## src/rtl/bist_pkg.sv

```systemverilog
// Shared types and constants for the BIST campaign sequencer.
// Defines the FSM encoding, the CONF word layout and the result sentinels.
package bist_pkg;

    typedef enum logic [2:0] {
        ST_IDLE,
        ST_SEL,
        ST_SETUP,
        ST_RUN,
        ST_SAMPLE,
        ST_FIN
    } state_t;

    localparam int CONF_MODE_BIT = 12;
    localparam int CONF_NUM_MSB  = 11;
    localparam int CONF_NUM_LSB  = 8;
    localparam int CONF_LEN_MSB  = 7;
    localparam int CONF_LEN_LSB  = 0;

    localparam logic [3:0] ERR_PASS        = 4'h0;
    localparam logic [4:0] FIRST_FAIL_NONE = 5'd31;
    localparam logic [4:0] USER_IDX        = 5'd16;

    function automatic logic [12:0] make_conf(input logic       user,
                                              input logic [3:0] num,
                                              input logic [7:0] len);
        logic [12:0] conf;
        conf = '0;
        conf[CONF_MODE_BIT]              = user;
        conf[CONF_NUM_MSB:CONF_NUM_LSB]  = num;
        conf[CONF_LEN_MSB:CONF_LEN_LSB]  = len;
        return conf;
    endfunction

endpackage

```

## src/rtl/bist_prio_enc.sv

```systemverilog
// Lowest-set-bit priority encoder over the pending preset-test mask.
module bist_prio_enc (
    input  logic [15:0] mask,
    output logic [3:0]  idx,
    output logic        valid
);

    // Scan high to low so the lowest set bit is the last one to win.
    always_comb begin
        idx   = '0;
        valid = 1'b0;
        for (int i = 15; i >= 0; i--) begin
            if (mask[i]) begin
                idx   = 4'(i);
                valid = 1'b1;
            end
        end
    end

endmodule

```

## src/rtl/bist_sequencer.sv

```systemverilog
// Campaign controller: walks preset tests then an optional user test,
// running each through setup/run/sample and accumulating results.
//
// state     | meaning
// ----------+------------------------------------------------------------
// ST_IDLE   | waiting for start; results hold
// ST_SEL    | pick next pending test and load CONF, or finish
// ST_SETUP  | enable low, CONF stable for SETUP_CYCLES
// ST_RUN    | enable high for RUN_CYCLES
// ST_SAMPLE | enable low, status sampled and results updated
// ST_FIN    | one-cycle done pulse, back to idle
module bist_sequencer
    import bist_pkg::*;
#(
    parameter int SETUP_CYCLES = 2,
    parameter int RUN_CYCLES   = 300
) (
    input  logic        clk,
    input  logic        rst,
    input  logic        start,
    input  logic        abort,
    input  logic [15:0] test_mask,
    input  logic        user_run,
    input  logic [7:0]  user_len,
    output logic        bist_enable,
    output logic [12:0] bist_conf_reg,
    input  logic [15:0] bist_status_reg,
    output logic        busy,
    output logic        done,
    output logic        aborted,
    output logic [15:0] pass_mask,
    output logic [15:0] fail_mask,
    output logic        user_fail,
    output logic [4:0]  fail_count,
    output logic [4:0]  first_fail_test,
    output logic [15:0] first_fail_stat
);

    localparam int MAX_CYC = (SETUP_CYCLES > RUN_CYCLES) ? SETUP_CYCLES : RUN_CYCLES;
    localparam int CNT_W   = $clog2(MAX_CYC + 1);
    localparam logic [CNT_W-1:0] SETUP_LOAD = CNT_W'(SETUP_CYCLES - 1);
    localparam logic [CNT_W-1:0] RUN_LOAD   = CNT_W'(RUN_CYCLES - 1);
    localparam logic [CNT_W-1:0] CNT_ONE    = CNT_W'(1);

    state_t state_q, state_d;

    logic [15:0]      pend_mask_q;
    logic             pend_user_q;
    logic [7:0]       len_q;
    logic [CNT_W-1:0] cnt_q;
    logic [12:0]      conf_q;
    logic             aborted_q;
    logic [15:0]      pass_mask_q;
    logic [15:0]      fail_mask_q;
    logic             user_fail_q;
    logic [4:0]       fail_count_q;
    logic [4:0]       first_fail_test_q;
    logic [15:0]      first_fail_stat_q;

    logic [3:0] enc_idx;
    logic       enc_valid;
    logic       cur_user;
    logic [3:0] cur_num;
    logic       active;

    bist_prio_enc u_prio_enc (
        .mask  (pend_mask_q),
        .idx   (enc_idx),
        .valid (enc_valid)
    );

    assign cur_user = conf_q[CONF_MODE_BIT];
    assign cur_num  = conf_q[CONF_NUM_MSB:CONF_NUM_LSB];
    assign active   = (state_q != ST_IDLE) && (state_q != ST_FIN);

    always_ff @(posedge clk) begin
        if (rst) state_q <= ST_IDLE;
        else     state_q <= state_d;
    end

    always_comb begin
        state_d = state_q;
        unique case (state_q)
            ST_IDLE:   if (start && !abort) state_d = ST_SEL;
            ST_SEL: begin
                if (abort)                         state_d = ST_FIN;
                else if (enc_valid || pend_user_q) state_d = ST_SETUP;
                else                               state_d = ST_FIN;
            end
            ST_SETUP: begin
                if (abort)              state_d = ST_FIN;
                else if (cnt_q == '0)   state_d = ST_RUN;
            end
            ST_RUN: begin
                if (abort)              state_d = ST_FIN;
                else if (cnt_q == '0)   state_d = ST_SAMPLE;
            end
            ST_SAMPLE: state_d = abort ? ST_FIN : ST_SEL;
            ST_FIN:    state_d = ST_IDLE;
            default:   state_d = ST_IDLE;
        endcase
    end

    always_ff @(posedge clk) begin
        if (rst) begin
            pend_mask_q       <= '0;
            pend_user_q       <= 1'b0;
            len_q             <= '0;
            cnt_q             <= '0;
            conf_q            <= '0;
            aborted_q         <= 1'b0;
            pass_mask_q       <= '0;
            fail_mask_q       <= '0;
            user_fail_q       <= 1'b0;
            fail_count_q      <= '0;
            first_fail_test_q <= FIRST_FAIL_NONE;
            first_fail_stat_q <= '0;
        end else begin
            case (state_q)
                ST_IDLE: begin
                    if (start && !abort) begin
                        pend_mask_q       <= test_mask;
                        pend_user_q       <= user_run;
                        len_q             <= user_len;
                        aborted_q         <= 1'b0;
                        pass_mask_q       <= '0;
                        fail_mask_q       <= '0;
                        user_fail_q       <= 1'b0;
                        fail_count_q      <= '0;
                        first_fail_test_q <= FIRST_FAIL_NONE;
                        first_fail_stat_q <= '0;
                    end
                end
                ST_SEL: begin
                    if (!abort) begin
                        if (enc_valid) begin
                            pend_mask_q[enc_idx] <= 1'b0;
                            conf_q               <= make_conf(1'b0, enc_idx, 8'h00);
                            cnt_q                <= SETUP_LOAD;
                        end else if (pend_user_q) begin
                            pend_user_q <= 1'b0;
                            conf_q      <= make_conf(1'b1, 4'h0, len_q);
                            cnt_q       <= SETUP_LOAD;
                        end
                    end
                end
                ST_SETUP: begin
                    if (cnt_q == '0) cnt_q <= RUN_LOAD;
                    else             cnt_q <= cnt_q - CNT_ONE;
                end
                ST_RUN: begin
                    if (cnt_q != '0) cnt_q <= cnt_q - CNT_ONE;
                end
                ST_SAMPLE: begin
                    // An abort arriving in the sample cycle discards this test's result.
                    if (!abort) begin
                        if (bist_status_reg[3:0] == ERR_PASS) begin
                            if (!cur_user) pass_mask_q[cur_num] <= 1'b1;
                        end else begin
                            if (cur_user) user_fail_q          <= 1'b1;
                            else          fail_mask_q[cur_num] <= 1'b1;
                            if (fail_count_q != 5'd31) fail_count_q <= fail_count_q + 5'd1;
                            if (first_fail_test_q == FIRST_FAIL_NONE) begin
                                first_fail_test_q <= cur_user ? USER_IDX : {1'b0, cur_num};
                                first_fail_stat_q <= bist_status_reg;
                            end
                        end
                    end
                end
                default: ;
            endcase
            if (abort && active) aborted_q <= 1'b1;
        end
    end

    assign bist_enable     = (state_q == ST_RUN);
    assign busy            = active;
    assign done            = (state_q == ST_FIN);
    assign bist_conf_reg   = conf_q;
    assign aborted         = aborted_q;
    assign pass_mask       = pass_mask_q;
    assign fail_mask       = fail_mask_q;
    assign user_fail       = user_fail_q;
    assign fail_count      = fail_count_q;
    assign first_fail_test = first_fail_test_q;
    assign first_fail_stat = first_fail_stat_q;

endmodule

```

## config.mk

```make
export PLATFORM = sky130hd
export DESIGN_NAME = bist_sequencer
export DESIGN_NICKNAME = d
export VERILOG_FILES = /design/src/rtl/bist_pkg.sv /design/src/rtl/bist_prio_enc.sv /design/src/rtl/bist_sequencer.sv
export SDC_FILE = /design/constraint.sdc
export NUM_CORES = 1
export LEC_CHECK = 0
export ABC_CLOCK_PERIOD_IN_PS = 2500
export CAP_MARGIN = 20
export CORE_ASPECT_RATIO = 0.6
export CORE_MARGIN = 1.5
export CORE_UTILIZATION = 40
export CTS_CLUSTER_DIAMETER = 200
export DETAILED_ROUTE_END_ITERATION = 6
export GPL_TIMING_DRIVEN = 0
export PLACE_DENSITY = 0.7
export SYNTH_ARGS = -nofsm -noshare
export SYNTH_HDL_FRONTEND = slang
export SYNTH_SLANG_ARGS = --single-unit
```

## constraint.sdc

```tcl
create_clock -name clk -period 2.5 [get_ports clk]
set_clock_uncertainty 0.2 [all_clocks]
set_input_delay 0.375 -clock clk [delete_from_list [all_inputs] [get_ports clk]]
set_output_delay 0.375 -clock clk [all_outputs]
set_load 0.02 [all_outputs]
```

# --- Yosys cells after proc, flatten, opt, wreduce, memory -nomap -nowiden ---
# Cells that the tools add are included.
word_totals:
  ff_bits: 110
  latchBits: 0
  mem_bits_rw: 0
  mem_bits_ro: 0
  inputBits: 45
  out_inout_bits: 76
  elab_cells: 169
  n_memories: 0
op_classes:
  add_sub_neg: 2
  mul: 0
  div: 0
  order_cmp: 4
  eq_ne: 23
  n_shift: 0
  mux: 92
  bitwise: 5
  reduce_logical: 30
ops:
  columns: ["operator", "n"]
  rows:
  - ["16-bit 2-to-1 mux", 13]
  - ["16-bit case mux with 2 select lines", 4]
  - ["4-bit 2-to-1 mux", 16]
  - ["5-bit 2-to-1 mux", 9]
  - ["9-bit 2-to-1 mux", 5]
  - ["16-bit bitwise OR", 2]
  - ["1-bit 2-to-1 mux", 27]
  - ["9-bit case mux with 3 select lines", 1]
  - ["13-bit 2-to-1 mux", 2]
  - ["5-bit AND reduction", 5]
  - ["3-bit 2-to-1 mux", 8]
  - ["2-bit != test, second input constant", 11]
  - ["5-bit case mux with 2 select lines", 2]
  - ["16-bit AND", 1]
  - ["16-bit inverter", 1]
  - ["3-bit case mux with 5 select lines", 1]
  - ["4-bit AND reduction", 3]
  - ["4-bit by 5-bit less-than comparator with 1-bit output, second input constant", 2]
  - ["2-bit nonzero test", 5]
  - ["9-bit logical NOT", 1]
  - ["3-bit != test, second input constant", 3]
  - ["9-bit nonzero test", 1]
  - ["9-bit by 1-bit subtractor with 9-bit output, second input constant", 1]
  - ["1-bit demux with 4-bit select", 2]
  - ["other kinds (19)", 30]

# --- Depth between registers and ports, before layout ---
# Gate-level depths: netlist of the first run.
logic_depth:
  ltp_word: 25
  ltp_mapped: 8
  depth_no_buf: 8

# --- Modules after synthesis ---
# A second synthesis of the first run with hierarchy kept.
unflattened:
  cells_unflattened: 540
  area_unflattened_um2: 4737.0
modules_own_cells:
  columns: ["module", "instances", "cells_per_inst", "area_per_inst_um2", "seq_area_each_um2"]
  rows:
  - ["bist_sequencer", 1, 507, 4558.1, 2202.1]
  - ["bist_prio_enc", 1, 33, 178.9, 0.0]

# --- Least setup slack after synthesis of the first run ---
# No wires, ideal clock.
synth_timing:
  path_type: "flip-flop to flip-flop"
  start: "reg pend_mask_q[0]"
  end: "reg conf_q[10] (netlist: bist_conf_reg[10])"
  setup_time_ns: 0.128
  arrival_ns: 2.031
  required_time_ns: 2.172
  setup_slack_ns: 0.141
  path_stages_with_launch: 7
  path_buffers: 1
  period_less_slack_ns: 2.359
  cell_sequence: "dfxtp_1 > buf_6 > or4_4 > or4_4 > o21ai_2 > mux2i_1 > nor2_1"
synth_via:
  elab_chain_len: 3
  elab_cells_between_ends: 5
  cone_classes: "3 x mux; 2 x reduce/logical"
synth_rtl:
  columns: ["item", "line", "text"]
  rows:
  - ["from (decl)", "bist_sequencer.sv:47", "logic [15:0] pend_mask_q;"]
  - ["from (signal assigned)", "bist_sequencer.sv:122", "pend_mask_q <= test_mask;"]
  - ["1-bit 2-to-1 mux", "bist_prio_enc.sv:13", "if (mask[i]) begin"]
  - ["2-bit nonzero test (no line)", null, null]
  - ["3-bit AND reduction (no line)", null, null]
  - ["to (signal assigned)", "bist_sequencer.sv:138", "conf_q <= make_conf(1'b0, enc_idx, 8'h00);"]
  - ["to (signal assigned)", "bist_sequencer.sv:142", "conf_q <= make_conf(1'b1, 4'h0, len_q);"]
  - ["to (decl)", "bist_sequencer.sv:51", "logic [12:0] conf_q;"]
# Several ways; a longest one is shown, not always the timed one.
# A chain may end at the register's enable or synchronous reset.

# --- Worst setup path after layout of the first run ---
layout_timing:
  start: "in abort"
  end: "reg pend_mask_q[9]"
layout_via:
  elab_chain_len: 4
  elab_cells_between_ends: 5
  cone_classes: "2 x eq/ne; 3 x reduce/logical"
layout_rtl:
  columns: ["item", "line", "text"]
  rows:
  - ["from (decl)", "bist_sequencer.sv:21", "input logic abort,"]
  - ["1-bit logical NOT", null, null]
  - ["1-bit logical AND", "bist_sequencer.sv:121", "if (start && !abort) begin"]
  - ["2-bit != test (no line)", null, null]
  - ["4-bit AND reduction (no line) (*)", null, null]
# Mark *: on every way between the ends. The rest lies on a longest branch, timed or not.

==> metrics.json, run 1 <==
{
  "die": {
    "design.die.area_um2": 12700,
    "area_of_the_core_um2": 11500,
    "placementRows": 30,
    "initial_core_util_pct": 41.7,
    "ioPinCount": 121,
    "fp.dieW_um": 145,
    "die_h_um": 88.0
  },
  "finish": {
    "non_filler_cells_in_the_finished_layout": 866,
    "num_antenna_cells": 0,
    "postLayoutCoreUtil_pct": 57.8,
    "post_route_cells_drive_above_1_share_pct": 9.07,
    "final_nets": 749,
    "final_design_area_no_fill_um2": 6660,
    "flow.area_growth_from_synthesis_pct": 38.4
  },
  "synth": {
    "synth_top_cell_by_area": "sky130_fd_sc_hd__dfxtp_1",
    "synth_area_leaders": "sky130_fd_sc_hd__dfxtp_1 46%, sky130_fd_sc_hd__nor2_1 5.7%, sky130_fd_sc_hd__o21a_1 5.3%, sky130_fd_sc_hd__a21oi_1 5.1%, sky130_fd_sc_hd__nand2_1 4.4%",
    "yosys.area_share.simple_pct": 25.5,
    "synth.yosys.warnings": 0,
    "post_synth_inst_count": 568,
    "synthesis.nets": 616,
    "synth_compound_gate_area_share_pct": 22.4,
    "distinct_cell_type_count_of_the_synthesized_netlist": 62,
    "ys_ff_latch": 110,
    "synth_seq_area_share_pct": 45.8,
    "yosys_most_used_dff": "sky130_fd_sc_hd__dfxtp_1",
    "synth_fa_ha_area_share_pct": 0.780,
    "synth-edff-count": 0,
    "synth.avg_cell_area_um2": 8.47,
    "largest_family_of_logic_cells_by_synthesized_area": "simple AND/OR/NAND/NOR gates",
    "synth_mux_area_share_pct": 1.46,
    "syn_area_um2": 4810,
    "post_synth_xor_area_fraction_pct": 0.364,
    "synthArstFlopShare_pct": 0,
    "yosys.area.top_type_share_pct": 45.8
  },
  "drt": {
    "highest_layer": "met4",
    "route.met3.wl_um": 985,
    "route.detailed.vias_per_inst": 5.48,
    "met1Wirelength_mm": 6.59,
    "routed_wirelength_mm": 13.8,
    "wl_met2_mm": 6.06,
    "drc_errors": 0,
    "postRouteAntennaNets": 0,
    "first_pass_detailed_route_iteration_total": 5,
    "first_iter_violations": 402,
    "routed_wire_length_per_instance_um": 15.9,
    "via_count": 4746
  },
  "critical_path": {
    "timing.rr.start": "pend_mask_q[5]",
    "critical_path.max_stage_delay_ns": 0.52,
    "list_of_cells_traversed_by_the_critical_path": "clkdlybuf4s50_1 -> clkbuf_4 -> or4_4 -> or3_4 -> a2111oi_2 -> o21ai_0",
    "timing.critical_path.arrival_ns": 2.47,
    "reg2reg_depth": 6,
    "critical_path.endpoint_type": "flip-flop",
    "path_max_fanout": 10,
    "number_of_buffers_and_inverters_on_the_critical_path": 2,
    "rr_endpoint": "bist_conf_reg[6]",
    "cp_data_required_time_ns": 2.53,
    "critPathTopFamily": "simple AND/OR/NAND/NOR gates",
    "criticalPathCategory": "input port to flip-flop",
    "worstSetupStartpointType": "input port",
    "cpMaxStageDelayCell": "sky130_fd_sc_hd__or4_4",
    "worst_reg_to_reg_setup_slack_ns": 0.10
  },
  "sta": {
    "min_period_over_period_pct": 97.5,
    "slew_headroom_pct": 45.1,
    "maxSlewViolCount": 0,
    "hold_ws_ns": 0.257,
    "hold_violations": 0,
    "worst_slew_pin_slew_ns": 0.823,
    "setup_violations": 0,
    "max_fclk_mhz": 410,
    "timing.setup.tns_ns": 0,
    "final.setup.worst_slack_ns": 0.0613,
    "final_period_minus_worst_setup_slack_ns": 2.44
  },
  "clocking": {
    "ctsLongestPathBuffers": 2,
    "cts_sinks": 110,
    "cts.clk_slew.worst_paths_ns": 0.08,
    "cts_inserted_buffers": 9,
    "clock_insertion_delay_worst_skew_ns": 0.36,
    "tritoncts": "built",
    "clock_tree.root_cell": "sky130_fd_sc_hd__clkbuf_16",
    "htreeDepth": 3
  },
  "hold_path": {
    "worstHoldPathType": "flip-flop to flip-flop",
    "min-delay-start": "first_fail_stat[7]",
    "hold_depth": 2,
    "timing.hold.worst_endpoint": "first_fail_stat[7]"
  },
  "place": {
    "place_hpwl_mm": 10.1,
    "placedCellCount": 848,
    "dp_worst_setup_slack_ns": -0.495,
    "finalWeightedCongestion": 0.954,
    "post_dp_cell_area_um2": 6210,
    "portBuffers": 120
  },
  "run_status": {
    "run_status": "finished, final reports clean"
  },
  "grt": {
    "global_route.overflow_total": 0,
    "antenna_found_initial": 0,
    "grt_usage_pct": 21.6,
    "first_global_vias": 4339,
    "grt_max_degree": 20,
    "grt_pass1_wl_mm": 21.6
  },
  "job": {
    "cap_violations": 0
  },
  "pwr": {
    "p_per_area_nw_per_um2": 732,
    "leakage_nw": 2.37,
    "totalPowerFinal_mw": 4.88,
    "worst_ir_drop_vdd_mv": 0.401
  }
}
-- kinds of logic (layout without fill, tap and decap cells) --
| family | count (synthesis) | in the layout |
|---|---|---|
| AO/OA/AOI/OAI | 157 | 157 |
| XOR/XNOR | 2 | 2 |
| flip-flops | 110 | 110 |
| adder cells (fa/ha/maj) | 3 | 3 |
| buffers and inverters | 43 | 181 |
| multiplexers | 7 | 7 |
| AND/OR/NAND/NOR | 246 | 246 |
-- cell usage after synthesis, drive strengths merged, types with 3 or more instances --
master,instances
o21ai,18
a22o,8
nor4,8
or4,8
nand4,3
a21oi,50
nor2b,10
nand3,36
mux2i,7
a211oi,6
a211o,6
or3,6
o31ai,4
ha,3
nor4b,3
nand3b,6
nand2,56
clkbuf,30
nand2b,15
o21a,34
inv,5
nor3,8
nor2,73
dfxtp,110
or2,3
a2111oi,4
buf,7
o211ai,4
-- layout make-up --
class	instances	area (um^2)
plain buffers	34	165
clock inverters	6	53.8
clock buffers	10	239
inverters	6	22.5
multi-input cells	415	2540
well taps	160	200
repair buffers	125	1240
flip-flops and latches	110	2210
fillers	1040	4860
-- per-layer routing --
layer,track usage (%),up-vias
met4,4.59,0
met3,6.23,17
met5,0,-
met2,32.5,176
li1,-,2311
met1,30.9,2242
-- worst max-delay path by stage --
stage,slack [ns],to,depth (start not counted),start
finish,0.06,pend_mask_q[9],6,abort
global route,-0.05,pend_mask_q[13],6,abort
CTS,0.006,bist_enable,5,state_q[1]
detailed placement,-0.50,pend_mask_q[9],6,abort
global placement,-0.49,pend_mask_q[9],6,abort
floorplan,0.14,bist_conf_reg[10],6,pend_mask_q[0]
-- power breakdown --
group	switching [mW]	total [mW]	internal, mW
Sequential	0.142	2.02	1.88
Combinational	0.843	1.45	0.602
Clock	0.695	1.41	0.720
-- repair_timing --
| item | CTS | global route |
|---|---|---|
| setup endpoints to repair | 70 | 74 |
| pin swaps | 1 | 5 |
| gates resized for setup | 24 | 23 |
| hold buffers | 0 | 0 |
| buffers inserted | 2 | 3 |
-- placed cells by master (no fill, tap or decap), types with 4 or more instances in the layout --
cell / instances
sky130_fd_sc_hd__nand2_1: 56
sky130_fd_sc_hd__o31ai_1: 4
sky130_fd_sc_hd__mux2i_1: 7
sky130_fd_sc_hd__clkdlybuf4s50_1: 117
sky130_fd_sc_hd__or4_4: 5
sky130_fd_sc_hd__nand3_1: 36
sky130_fd_sc_hd__clkbuf_2: 6
sky130_fd_sc_hd__inv_1: 5
sky130_fd_sc_hd__nor2_1: 73
sky130_fd_sc_hd__nor4_1: 6
sky130_fd_sc_hd__a211o_1: 6
sky130_fd_sc_hd__o21ai_0: 17
sky130_fd_sc_hd__a211oi_1: 4
sky130_fd_sc_hd__nand2b_1: 15
sky130_fd_sc_hd__o21a_1: 34
sky130_fd_sc_hd__clkbuf_1: 18
sky130_fd_sc_hd__a22o_1: 8
sky130_fd_sc_hd__buf_4: 6
sky130_fd_sc_hd__dfxtp_1: 107
sky130_fd_sc_hd__nor3_1: 8
sky130_fd_sc_hd__a21oi_1: 49
sky130_fd_sc_hd__o211ai_1: 4
sky130_fd_sc_hd__nand3b_1: 6
sky130_fd_sc_hd__nor2b_1: 9
sky130_fd_sc_hd__clkbuf_16: 9
sky130_fd_sc_hd__or3_1: 4
-- worst min-delay path, stage by stage, from the launching register on --
cell and delay [ns]:
sky130_fd_sc_hd__dfxtp_1 0.31, sky130_fd_sc_hd__nand2_1 0.05, sky130_fd_sc_hd__a21oi_1 0.05
Power figures use the tool's default switching activity.
==> run 2, diff against run 1 <==
--- a/config.mk
+++ b/config.mk
@@ -5,12 +5,13 @@
 export SDC_FILE = /design/constraint.sdc
 export NUM_CORES = 1
 export LEC_CHECK = 0
-export ABC_CLOCK_PERIOD_IN_PS = 2500
+export ABC_CLOCK_PERIOD_IN_PS = 2100
 export CAP_MARGIN = 20
 export CORE_ASPECT_RATIO = 0.6
 export CORE_MARGIN = 1.5
 export CORE_UTILIZATION = 40
 export CTS_CLUSTER_DIAMETER = 200
+export CTS_CLUSTER_SIZE = 28
 export DETAILED_ROUTE_END_ITERATION = 6
 export GPL_TIMING_DRIVEN = 0
 export PLACE_DENSITY = 0.7
==> constraint.sdc (replaced) <==
create_clock -name clk -period 2.1 [get_ports clk]
set_clock_uncertainty 0.2 [all_clocks]
set_input_delay 0.315 -clock clk [delete_from_list [all_inputs] [get_ports clk]]
set_output_delay 0.315 -clock clk [all_outputs]
set_load 0.02 [all_outputs]
==> run 2 against run 1 <==
The run now ends with setup timing left. Clock power is 28% higher. Critical path depth stayed put. Final cell count is 5.2% higher. Via count is 7.2% higher. Flip-flop and latch count stayed put. Power is 38% higher. Die area stayed put. Utilization is 9.5 points higher. Sequential power is 20% higher. Combinational power is 71% higher. Largest power group is now combinational logic. Highest routed layer unchanged.
==> metrics.json, run 2 (synthesis results as in run 1) <==
{
  "run_status": {
    "run_status": "complete, but fails checks",
    "violated_checks": "setup timing"
  },
  "sta": {
    "max_fclk_mhz": 418,
    "hold_violations": 0,
    "rsz0062_at_grt": "yes",
    "slew_headroom_pct": 54.2,
    "setup_violations": 57,
    "maxSlewViolCount": 0,
    "final.setup.worst_slack_ns": -0.293,
    "min_period_over_period_pct": 114,
    "final_period_minus_worst_setup_slack_ns": 2.39,
    "worst_slew_pin_slew_ns": 0.684
  },
  "critical_path": {
    "cpMaxStageDelayCell": "sky130_fd_sc_hd__or4_4",
    "cpMostUsedCell": "sky130_fd_sc_hd__or4_4",
    "list_of_cells_traversed_by_the_critical_path": "or4_4 -> or4_4 -> a21oi_4 -> buf_6 -> nand3_1 -> mux2i_1",
    "cp_data_required_time_ns": 2.18,
    "critPathTopFamily": "simple AND/OR/NAND/NOR gates",
    "critical_path.max_stage_delay_ns": 0.63,
    "critical_path.endpoint_type": "flip-flop",
    "criticalPathCategory": "flip-flop to flip-flop",
    "path_max_fanout": 5,
    "worstSetupStartpointType": "flip-flop",
    "number_of_buffers_and_inverters_on_the_critical_path": 1,
    "timing.critical_path.arrival_ns": 2.48
  },
  "die": {
    "ioPinCount": 121,
    "initial_core_util_pct": 41.7,
    "placementRows": 30,
    "design.die.area_um2": 12700,
    "area_of_the_core_um2": 11500,
    "fp.dieW_um": 145,
    "die_h_um": 88.0
  },
  "finish": {
    "layout.cells.most_common": "sky130_fd_sc_hd__clkdlybuf4s50_1",
    "multiInputGateArea_um2": 3070,
    "num_antenna_cells": 0,
    "postLayoutCoreUtil_pct": 67.3,
    "post_route_cells_drive_above_1_share_pct": 27.6,
    "flow.area_growth_from_synthesis_pct": 61.3,
    "final_nets": 794,
    "most_frequent_cells_in_the_layout": "115 x sky130_fd_sc_hd__clkdlybuf4s50_1, 94 x sky130_fd_sc_hd__dfxtp_1, 68 x sky130_fd_sc_hd__nor2_1, 51 x sky130_fd_sc_hd__nand2_1, 39 x sky130_fd_sc_hd__buf_4",
    "storage_element_area_um2": 2230,
    "num-fill-cells": 886
  },
  "grt": {
    "groute.layer.met3.usage_pct": 6.89,
    "grt_max_degree": 20,
    "gr-usage-met2_pct": 36.4,
    "grt_use_met1_pct": 31.6,
    "global_route.overflow_total": 0,
    "grt_pass1_wl_mm": 22.9,
    "first_global_vias": 4603,
    "grt_usage_pct": 23.2,
    "top_usage_layer": "met2",
    "antenna_found_initial": 0
  },
  "clocking": {
    "cts.hold.buffers_added": 0,
    "cts_inserted_buffers": 9,
    "clock_tree.root_cell": "sky130_fd_sc_hd__clkbuf_16",
    "clock_insertion_delay_worst_skew_ns": 0.36,
    "cts_sinks": 110,
    "tritoncts": "built",
    "ctsLongestPathBuffers": 2,
    "htreeDepth": 3,
    "cts.clk_slew.worst_paths_ns": 0.07
  },
  "drt": {
    "first_pass_detailed_route_iteration_total": 5,
    "routed_wirelength_mm": 16.0,
    "route.detailed.vias_per_inst": 5.59,
    "via_count": 5090,
    "drc_errors": 0,
    "routed_wire_length_per_instance_um": 17.5,
    "first_iter_violations": 394,
    "postRouteAntennaNets": 0
  },
  "pwr": {
    "p_per_area_nw_per_um2": 866,
    "leakage_nw": 2.78,
    "worst_ir_drop_vdd_mv": 0.475
  },
  "place": {
    "place_hpwl_mm": 10.3,
    "portBuffers": 120,
    "finalWeightedCongestion": 0.924,
    "dp_worst_setup_slack_ns": -0.903
  },
  "hold_path": {
    "worstHoldPathType": "flip-flop to flip-flop"
  },
  "job": {
    "cap_violations": 0
  }
}
==> run 2: cell types whose count changed in the layout (fill, tap and decap cells not counted), sizes merged <==
cell,previous run,this run
buf,13,67
clkbuf,36,30
clkinv,4,1
clkdlybuf4s50,117,115
bufinv,0,1
clkdlybuf4s15,1,0
clkinvlp,1,2
inv,7,8
==> run 2: layer usage <==
metal  up-vias  wire (um)
met5         -          0
met4         0        247
met3        30       1190
met2       199       7310
met1      2470       7210
li1       2391          -
==> run 2: worst paths after layout <==
| check | start | cells past startpoint | endpoint | slack (ns) |
|---|---|---|---|---|
| max | pend_mask_q[13] | 6 | cnt_q[4] | -0.29 |
| max reg2reg | pend_mask_q[13] | 6 | cnt_q[4] | -0.29 |
| min reg2reg | first_fail_stat[15] | 2 | first_fail_stat[15] | 0.25 |
| min | first_fail_stat[15] | 2 | first_fail_stat[15] | 0.25 |
==> run 2: layout make-up <==
class                           count  share of cell area [%]
Inverter                            6                   0.290
Clock inverter                      6                   0.984
Sequential cell                   110                    28.8
Clock buffer                       10                    3.08
Buffer                             31                    3.02
Multi-Input combinational cell    415                    39.6
Timing Repair Buffer              173                    21.6
Tap cell                          160                    2.58
==> run 2: power breakdown <==
group | internal, mW | switching [mW] | total [mW]
sequential | 2.24 | 0.189 | 2.43
clock | 0.980 | 0.831 | 1.81
combinational | 1.15 | 1.33 | 2.48
total | 4.37 | 2.35 | 6.72
==> run 2: worst min-delay path, cell delays in order, from the launching register on <==
cell                      delay, ns
sky130_fd_sc_hd__dfxtp_1       0.31
sky130_fd_sc_hd__nand2_1       0.05
sky130_fd_sc_hd__a21oi_1       0.05
==> run 2: timing repair <==
| item | in CTS | in global routing |
|---|---|---|
| gates resized for setup | 103 | 139 |
| setup buffers | 24 | 25 |
| cloned | 2 | 2 |
| pin swaps | 26 | 61 |
| setup endpoints to repair | 108 | 101 |
==> run 2: metrics by stage <==
stage	power, mW	std cells	hold slack, ns	setup TNS [ns]	area [um^2]
global route	7.02	911	0.266	-11.82	7760
floorplan	3.53	568	0.236	-1.58	4860
CTS	6.22	884	0.254	-4.92	7040
detailed placement	4.05	848	0.244	-62.85	6260
global placement	4.01	848	0.238	-59.06	6260
finish	6.72	911	0.253	-7.45	7760
==> run 3, diff against run 2 <==
--- a/config.mk
+++ b/config.mk
@@ -9,12 +9,11 @@
 export CAP_MARGIN = 20
 export CORE_ASPECT_RATIO = 0.6
 export CORE_MARGIN = 1.5
-export CORE_UTILIZATION = 40
+export CORE_UTILIZATION = 30
 export CTS_CLUSTER_DIAMETER = 200
 export CTS_CLUSTER_SIZE = 28
 export DETAILED_ROUTE_END_ITERATION = 6
 export GPL_TIMING_DRIVEN = 0
-export PLACE_DENSITY = 0.7
 export SYNTH_ARGS = -nofsm -noshare
 export SYNTH_HDL_FRONTEND = slang
 export SYNTH_SLANG_ARGS = --single-unit
==> constraint.sdc (replaced) <==
create_clock -name clk -period 2.1 [get_ports clk]
set_clock_uncertainty 0.2 [all_clocks]
set_input_delay 0.315 -clock clk [delete_from_list [all_inputs] [get_ports clk]]
set_output_delay 0.315 -clock clk [all_outputs]
set_load 0.01 [all_outputs]
==> run 3 against run 2 <==
The run ends with DRC, setup timing left. Final area decreased by 4.4%. First-iteration DRC count is 5.6% lower. Worst setup slack improved by 0.021 ns. Global-route usage down 5.3 points. Utilization is 19 points lower. Routed wire length is 3.3% lower. Final cell count rose by 3.7%. Via count shrank 3.6%.
==> metrics.json, run 3 (synthesis results as in run 1) <==
{
  "clocking": {
    "htreeDepth": 3,
    "cts_inserted_buffers": 9,
    "tritoncts": "built",
    "clock_tree.root_cell": "sky130_fd_sc_hd__clkbuf_16",
    "cts.clk_slew.worst_paths_ns": 0.08,
    "cts.hold.buffers_added": 0,
    "clock_insertion_delay_worst_skew_ns": 0.35,
    "ctsLongestPathBuffers": 2,
    "cts_sinks": 110
  },
  "finish": {
    "num-fill-cells": 1474,
    "layout.cells.most_common": "sky130_fd_sc_hd__clkdlybuf4s50_1",
    "final_nets": 786,
    "num_antenna_cells": 0,
    "flow.area_growth_from_synthesis_pct": 54.2,
    "final_design_area_no_fill_um2": 7420,
    "post_route_cells_drive_above_1_share_pct": 22.1,
    "most_frequent_cells_in_the_layout": "115 x sky130_fd_sc_hd__clkdlybuf4s50_1, 97 x sky130_fd_sc_hd__dfxtp_1, 68 x sky130_fd_sc_hd__nor2_1, 53 x sky130_fd_sc_hd__nand2_1"
  },
  "hold_path": {
    "worstHoldPathType": "flip-flop to flip-flop"
  },
  "critical_path": {
    "worstSetupStartpointType": "flip-flop",
    "path_max_fanout": 5,
    "timing.critical_path.arrival_ns": 2.42,
    "criticalPathCategory": "flip-flop to flip-flop",
    "critical_path.endpoint_type": "flip-flop",
    "cp_data_required_time_ns": 2.15
  },
  "drt": {
    "first_iter_violations": 372,
    "route.detailed.vias_per_inst": 5.19,
    "highest_layer": "met4",
    "routed_wirelength_mm": 15.4,
    "route.met3.wl_um": 856,
    "wl_met2_mm": 6.65,
    "met1Wirelength_mm": 7.66,
    "first_pass_detailed_route_iteration_total": 7,
    "routed_wire_length_per_instance_um": 16.3,
    "via_count": 4909,
    "postRouteAntennaNets": 0,
    "drc_errors": 6
  },
  "place": {
    "place_hpwl_mm": 10.9,
    "post_dp_cell_area_um2": 6310,
    "dp_worst_setup_slack_ns": -0.863,
    "portBuffers": 120,
    "finalWeightedCongestion": 0.839
  },
  "pwr": {
    "p_per_area_nw_per_um2": 861,
    "leakage_nw": 2.65,
    "worst_ir_drop_vdd_mv": 0.377
  },
  "sta": {
    "rsz0062_at_grt": "yes",
    "max_fclk_mhz": 422,
    "worst_slew_pin_slew_ns": 0.616,
    "timing.setup.tns_ns": -5.59,
    "setup_violations": 32,
    "final_period_minus_worst_setup_slack_ns": 2.37,
    "maxSlewViolCount": 0,
    "min_period_over_period_pct": 113,
    "slew_headroom_pct": 58.9,
    "hold_violations": 0,
    "final.setup.worst_slack_ns": -0.272
  },
  "grt": {
    "grt_usage_pct": 17.9,
    "grt_max_degree": 19,
    "grt_pass1_wl_mm": 24.0,
    "antenna_found_initial": 0,
    "first_global_vias": 4682,
    "global_route.overflow_total": 0
  },
  "die": {
    "fp.dieW_um": 166,
    "design.die.area_um2": 16800,
    "die_h_um": 101,
    "placementRows": 35,
    "ioPinCount": 121,
    "area_of_the_core_um2": 15500,
    "initial_core_util_pct": 31.0
  },
  "run_status": {
    "violated_checks": "DRC, setup timing",
    "run_status": "complete, but fails checks"
  },
  "job": {
    "cap_violations": 0
  }
}
-- run 3: cell types whose count changed in the layout (fill, tap and decap cells not counted), sizes merged --
cell	previous run	this run
dlygate4sd2	2	3
buf	67	54
inv	8	7
clkbuf	30	32
clkinvlp	2	3
clkdlybuf4s15	0	1
-- run 3: cell type report --
class	count	area (um^2)	area share (%)
inverter	6	26.3	0.354
buffer	31	225	3.04
multi-input combinational	415	2810	37.9
tap	203	254	3.42
clock inverter	6	71.3	0.961
sequential	110	2240	30.1
clock buffer	9	225	3.04
timing repair buffer	165	1570	21.2
-- run 3: repair_timing --
item	4_1_cts	5_1_grt
endpoints found under the hold margin	0	0
buffers inserted	26	17
cloned	2	0
pin swaps	21	24
setup endpoints to repair	112	101
resized for setup	98	58
-- run 3: through the flow --
step / instances / hold WS (ns) / power, mW / util (%)
after global routing: 945 / 0.280 / 6.71 / 47.9
after floorplan: 568 / 0.236 / 3.50 / -
final: 945 / 0.256 / 6.39 / 47.9
after global placement: 891 / 0.239 / 4.02 / 40.7
after CTS: 929 / 0.255 / 6.12 / 45.7
after detailed placement: 891 / 0.246 / 4.04 / 40.7
-- run 3: where the power goes --
part | internal (mW) | switching (mW)
clock | 0.930 | 0.809
combinational | 1.06 | 1.17
sequential | 2.24 | 0.179
-- run 3: final timing paths --
path | startpoint | to | slack [ns] | cells after the start
setup reg to reg | pend_mask_q[8] | state_q[2] | -0.27 | 5
hold reg to reg | len_q[6] | len_q[6] | 0.26 | 2
hold / removal | len_q[6] | len_q[6] | 0.26 | 2
setup / recovery | pend_mask_q[8] | state_q[2] | -0.27 | 5
-- run 3: worst max-delay path: stages (launching register included) --
cell                       delay [ns]
sky130_fd_sc_hd__dfxtp_1         0.38
sky130_fd_sc_hd__or4_1           0.64
sky130_fd_sc_hd__or4_4           0.52
sky130_fd_sc_hd__o21bai_1        0.16
sky130_fd_sc_hd__a21oi_1         0.09
sky130_fd_sc_hd__nor4bb_1        0.28
-- run 3: metal layers --
metal,vias up,track usage [%]
li1,2381,-
met1,2323,25.0
met2,169,27.4
met3,36,3.97
met4,0,5.80
met5,-,0
==> patch 1: new RTL, settings of run 2 <==
Make the reset (`rst`) asynchronous in 2 clocked blocks.
--- a/src/rtl/bist_sequencer.sv
+++ b/src/rtl/bist_sequencer.sv
@@ -73,7 +73,7 @@
     assign cur_num  = conf_q[CONF_NUM_MSB:CONF_NUM_LSB];
     assign active   = (state_q != ST_IDLE) && (state_q != ST_FIN);
 
-    always_ff @(posedge clk) begin
+    always_ff @(posedge clk or posedge rst) begin
         if (rst) state_q <= ST_IDLE;
         else     state_q <= state_d;
     end
@@ -101,7 +101,7 @@
         endcase
     end
 
-    always_ff @(posedge clk) begin
+    always_ff @(posedge clk or posedge rst) begin
         if (rst) begin
             pend_mask_q       <= '0;
             pend_user_q       <= 1'b0;
Function: differs if rst is asserted again (counterexample within 4 cycles, from zero or initial values and one cycle with rst high); with rst held inactive, the same outputs for 4 cycles.
==> patch 1 against run 2 <==
  * The run still ends with negative setup slack left
  * Area after synthesis grew 8.3%
  * Routed wire length rose by 5.6%
  * Worst setup slack gained 0.091 ns
  * Sequential cell count stayed put
  * Cell area rose by 6.3%
  * Fmax increased by 3.9%
  * Critical endpoint is now state_q[2]
  * Highest routed layer unchanged
Power is not compared: it rests on default switching activity, and its combinational part moved more than twofold at a synthesized area within 25%.
==> patch 1: results (changes against run 2) <==
status=finished, violations left (unchanged); failing checks=negative setup slack (unchanged); syn nets=597 (was 616); drt wl/cell=18.4 um (was 17.5 um); WL met2=7.43 mm (was 7.31 mm); RePlAce Congestion=0.858 (was 0.924); post-CTS setup buffers=40 (was 24); Routed WL=16.8 mm (was 16.0 mm); Layout clock area frac=3.25% (was 4.06%); DPL Wire Length=10.8 mm (was 10.3 mm); Synth area leaders=dfrtp_1, nand2_1, nor2_1 (was dfxtp_1, nor2_1, o21a_1); FF+latch count=110 (unchanged); Worst Path Arrival=2.37 ns (was 2.48 ns); setup ws final=-0.202 ns (was -0.293 ns); Post-synth ARST share=100% (was 0%); Hold WS=0.121 ns (was 0.253 ns); largest net degree at the start of global routing=43 (was 20); first-pass GRT wire length=25.0 mm (was 22.9 mm); M1 wire length=7.82 mm (was 7.21 mm); DR iter-0 viols=299 (was 394); register area share after synthesis=53.0% (was 45.8%); Hold Path Cell Cnt=3 (was 2); Syn Inst Count=549 (was 568); CP max FO=3 (was 5); worst-case reg-to-reg path depth=7 (was 6); Seq. cell area=2770 um2 (was 2230 um2); Worst R2R Start=cnt_q[0] (was pend_mask_q[13]); Logic inverters=10 (was 6); Post-synth top cells=dfrtp_1, nand2_1, nor2_1 (was dfxtp_1, nor2_1, nand2_1); fillcell total=981 (was 886); final setup vio count=37 (was 57); Hold Startpoint=bist_status_reg[2] (was first_fail_stat[15]); multi-input gates=399 (was 415); compound-gate portion of the synthesized area=16.2% (was 22.4%); Total Routing Usage GR=23.7% (was 23.2%)
-- patch 1: changes by cell type after synthesis, sizes merged, moves of 8 or more --
| cell | run 2 | this run |
|---|---|---|
| clkbuf | 30 | 18 |
| nand2 | 56 | 101 |
| a31oi | 0 | 11 |
| nand2b | 15 | 7 |
| a21oi | 50 | 34 |
| o21a | 34 | 16 |
| nor2 | 73 | 63 |
| dfxtp | 110 | 0 |
| nand3 | 36 | 26 |
| dfrtp | 0 | 105 |
-- patch 1: metal layers --
layer  global-route usage, %  vias to the layer above
met5                       0                        -
met4                    8.01                        0
met3                    5.88                       42
met2                    34.6                      184
met1                    34.0                     2424
li1                        -                     2323
-- patch 1: metrics by stage --
stage	TNS (ns)	area (um2)	setup WS [ns]	power, mW
floorplan	-0.823	5250	-0.215	6.35
global placement	-149.32	6660	-0.923	7.91
detailed placement	-68.41	6700	-0.891	8.06
CTS	-2.52	7640	-0.249	10.8
global route	-5.44	8250	-0.253	12.5
finish	-2.69	8250	-0.202	11.9
-- patch 1: worst max path at each step --
| stage | to | cells past startpoint |
|---|---|---|
| floorplan | state_q[0] | 8 |
| global placement | pass_mask[10] | 8 |
| detailed placement | pass_mask[9] | 8 |
| CTS | state_q[0] | 8 |
| global route | cnt_q[1] | 8 |
| finish | state_q[2] | 7 |
-- patch 1: logic make-up (layout without fill, tap and decap cells) --
family	Yosys count	count (layout)
buffers and inverters	41	238
XOR/XNOR	4	4
AO/OA/AOI/OAI	123	123
flip-flops	110	110
multiplexers	14	14
AND/OR/NAND/NOR	254	255
adder cells (fa/ha/maj)	3	3
-- patch 1: critical path, cell delays in order, from the launching register on --
cell and delay (ns):
dfrtp_1 0.39, inv_2 0.08, ha_4 0.13, or3b_4 0.39, or3b_4 0.41, a21o_1 0.17, a221o_1 0.31, nor2_1 0.14
==> patch 2: new RTL, flow settings as in run 2 <==
Without the edit above. `RUN_CYCLES`: 300 -> 150.
--- a/src/rtl/bist_sequencer.sv
+++ b/src/rtl/bist_sequencer.sv
@@ -13,7 +13,7 @@
     import bist_pkg::*;
 #(
     parameter int SETUP_CYCLES = 2,
-    parameter int RUN_CYCLES   = 300
+    parameter int RUN_CYCLES   = 150
 ) (
     input  logic        clk,
     input  logic        rst,
Function: no difference found for any inputs over 4 cycles, from zero or initial values and one cycle with rst high; that may be too few to reach the edited logic, so the function may still have changed.
==> patch 2 against run 2 <==
  * The run still ends with negative setup slack left
  * Sequential cell count is 1 lower
  * Worst setup slack better by 0.27 ns
  * Routed wire length is 11% lower
  * Sequential share of layout area is 3.8 points higher
  * Power is 8.5% higher
  * Cell count is 6.1% lower
  * Area after synthesis is 2.6% lower
  * Cell area is 12% lower
  * Critical endpoint is now bist_conf_reg[3]
==> patch 2: results (changes against run 2) <==
DR iter-0 viols=318 (was 394); DP Worst Slack=-0.586 ns (was -0.903 ns); compound-gate portion of the synthesized area=19.5% (was 22.4%); slowest CP cell=dfxtp_4 (was or4_4); Total Routing Usage GR=22.9% (was 23.2%); Post-synth top cells=dfxtp_1, a21oi_1, nor2_1 (was dfxtp_1, nor2_1, nand2_1); Plain + repair buffers=166 (was 204); IO Port Bufs=119 (was 120); slowest stage delay, CP=0.37 ns (was 0.63 ns); final setup vio count=11 (was 57); multi-input gate share of total cell area=37.2% (was 39.6%); VDD IR max=0.000635 V (was 0.000475 V); vias=4654 (was 5090); Seq. cell area=2220 um2 (was 2230 um2); Worst Path Arrival=2.22 ns (was 2.48 ns); Pwr Total=7.29 mW (was 6.72 mW); placed cells=822 (was 848); DPL Wire Length=10.2 mm (was 10.3 mm); routed wl met3=1.16 mm (was 1.19 mm); unique cell type count in the Yosys netlist=59 (was 62); RePlAce Congestion=0.938 (was 0.924); GR Util met2=35.0% (was 36.4%); Hold WS=0.0730 ns (was 0.253 ns); share of power burned in combinational logic=41.4% (was 36.9%); Sw Share=38.4% (was 35.0%); final net count=739 (was 794); proportion of synthesized area in mux cells=2.14% (was 1.46%); setup ws final=-0.0250 ns (was -0.293 ns); met1 Track Usage GR=31.4% (was 31.6%); Area Growth Syn to Fin=45.2% (was 61.3%); drt wl/cell=16.6 um (was 17.5 um); register area share after synthesis=46.6% (was 45.8%); Slew HR=53.7% (was 54.2%); first-pass GRT wire length=22.0 mm (was 22.9 mm); WL met2=6.31 mm (was 7.31 mm); Layout clock area frac=4.41% (was 4.06%); status=finished, violations left (unchanged); Leak Pwr=2.43 nW (was 2.78 nW); failing checks=negative setup slack (unchanged); syn nets=592 (was 616); Non-clock buffer share=22.4% (was 24.6%); Finished Layout Cells=855 (was 911); vias in the first global route=4358 (was 4603)
## patch 2: cell count changes after synthesis, sizes merged, moves of 9 or more
cell    before  now
nor2        73   84
o21ai       18    7
nand3       36   24
nor3         8   17
o21a        34    1
a21oi       50   82
clkbuf      30   19
## patch 2: worst reg2reg max path, cell delays in order (launching register included)
cell and delay [ns]:
dfxtp_4 0.37, nor4_4 0.26, buf_4 0.18, nand4_4 0.18, buf_4 0.20, buf_4 0.13, nor4b_4 0.25, buf_6 0.17
a22o_1 0.12
## patch 2: path summary, 6_finish.rpt
check	start	cells past startpoint	endpoint
worst min register to register	first_fail_stat[8]	2	first_fail_stat[8]
worst min-delay path	bist_status_reg[0]	3	first_fail_stat[0]
worst max register to register	pend_mask_q[4]	8	bist_conf_reg[3]
worst max-delay path	pend_mask_q[4]	8	bist_conf_reg[3]
## patch 2: repair_timing
action	4_1_cts	5_1_grt
setup endpoints to repair	90	95
setup buffers	9	9
hold buffers	0	0
pin swaps	12	16
gates resized for setup	46	59
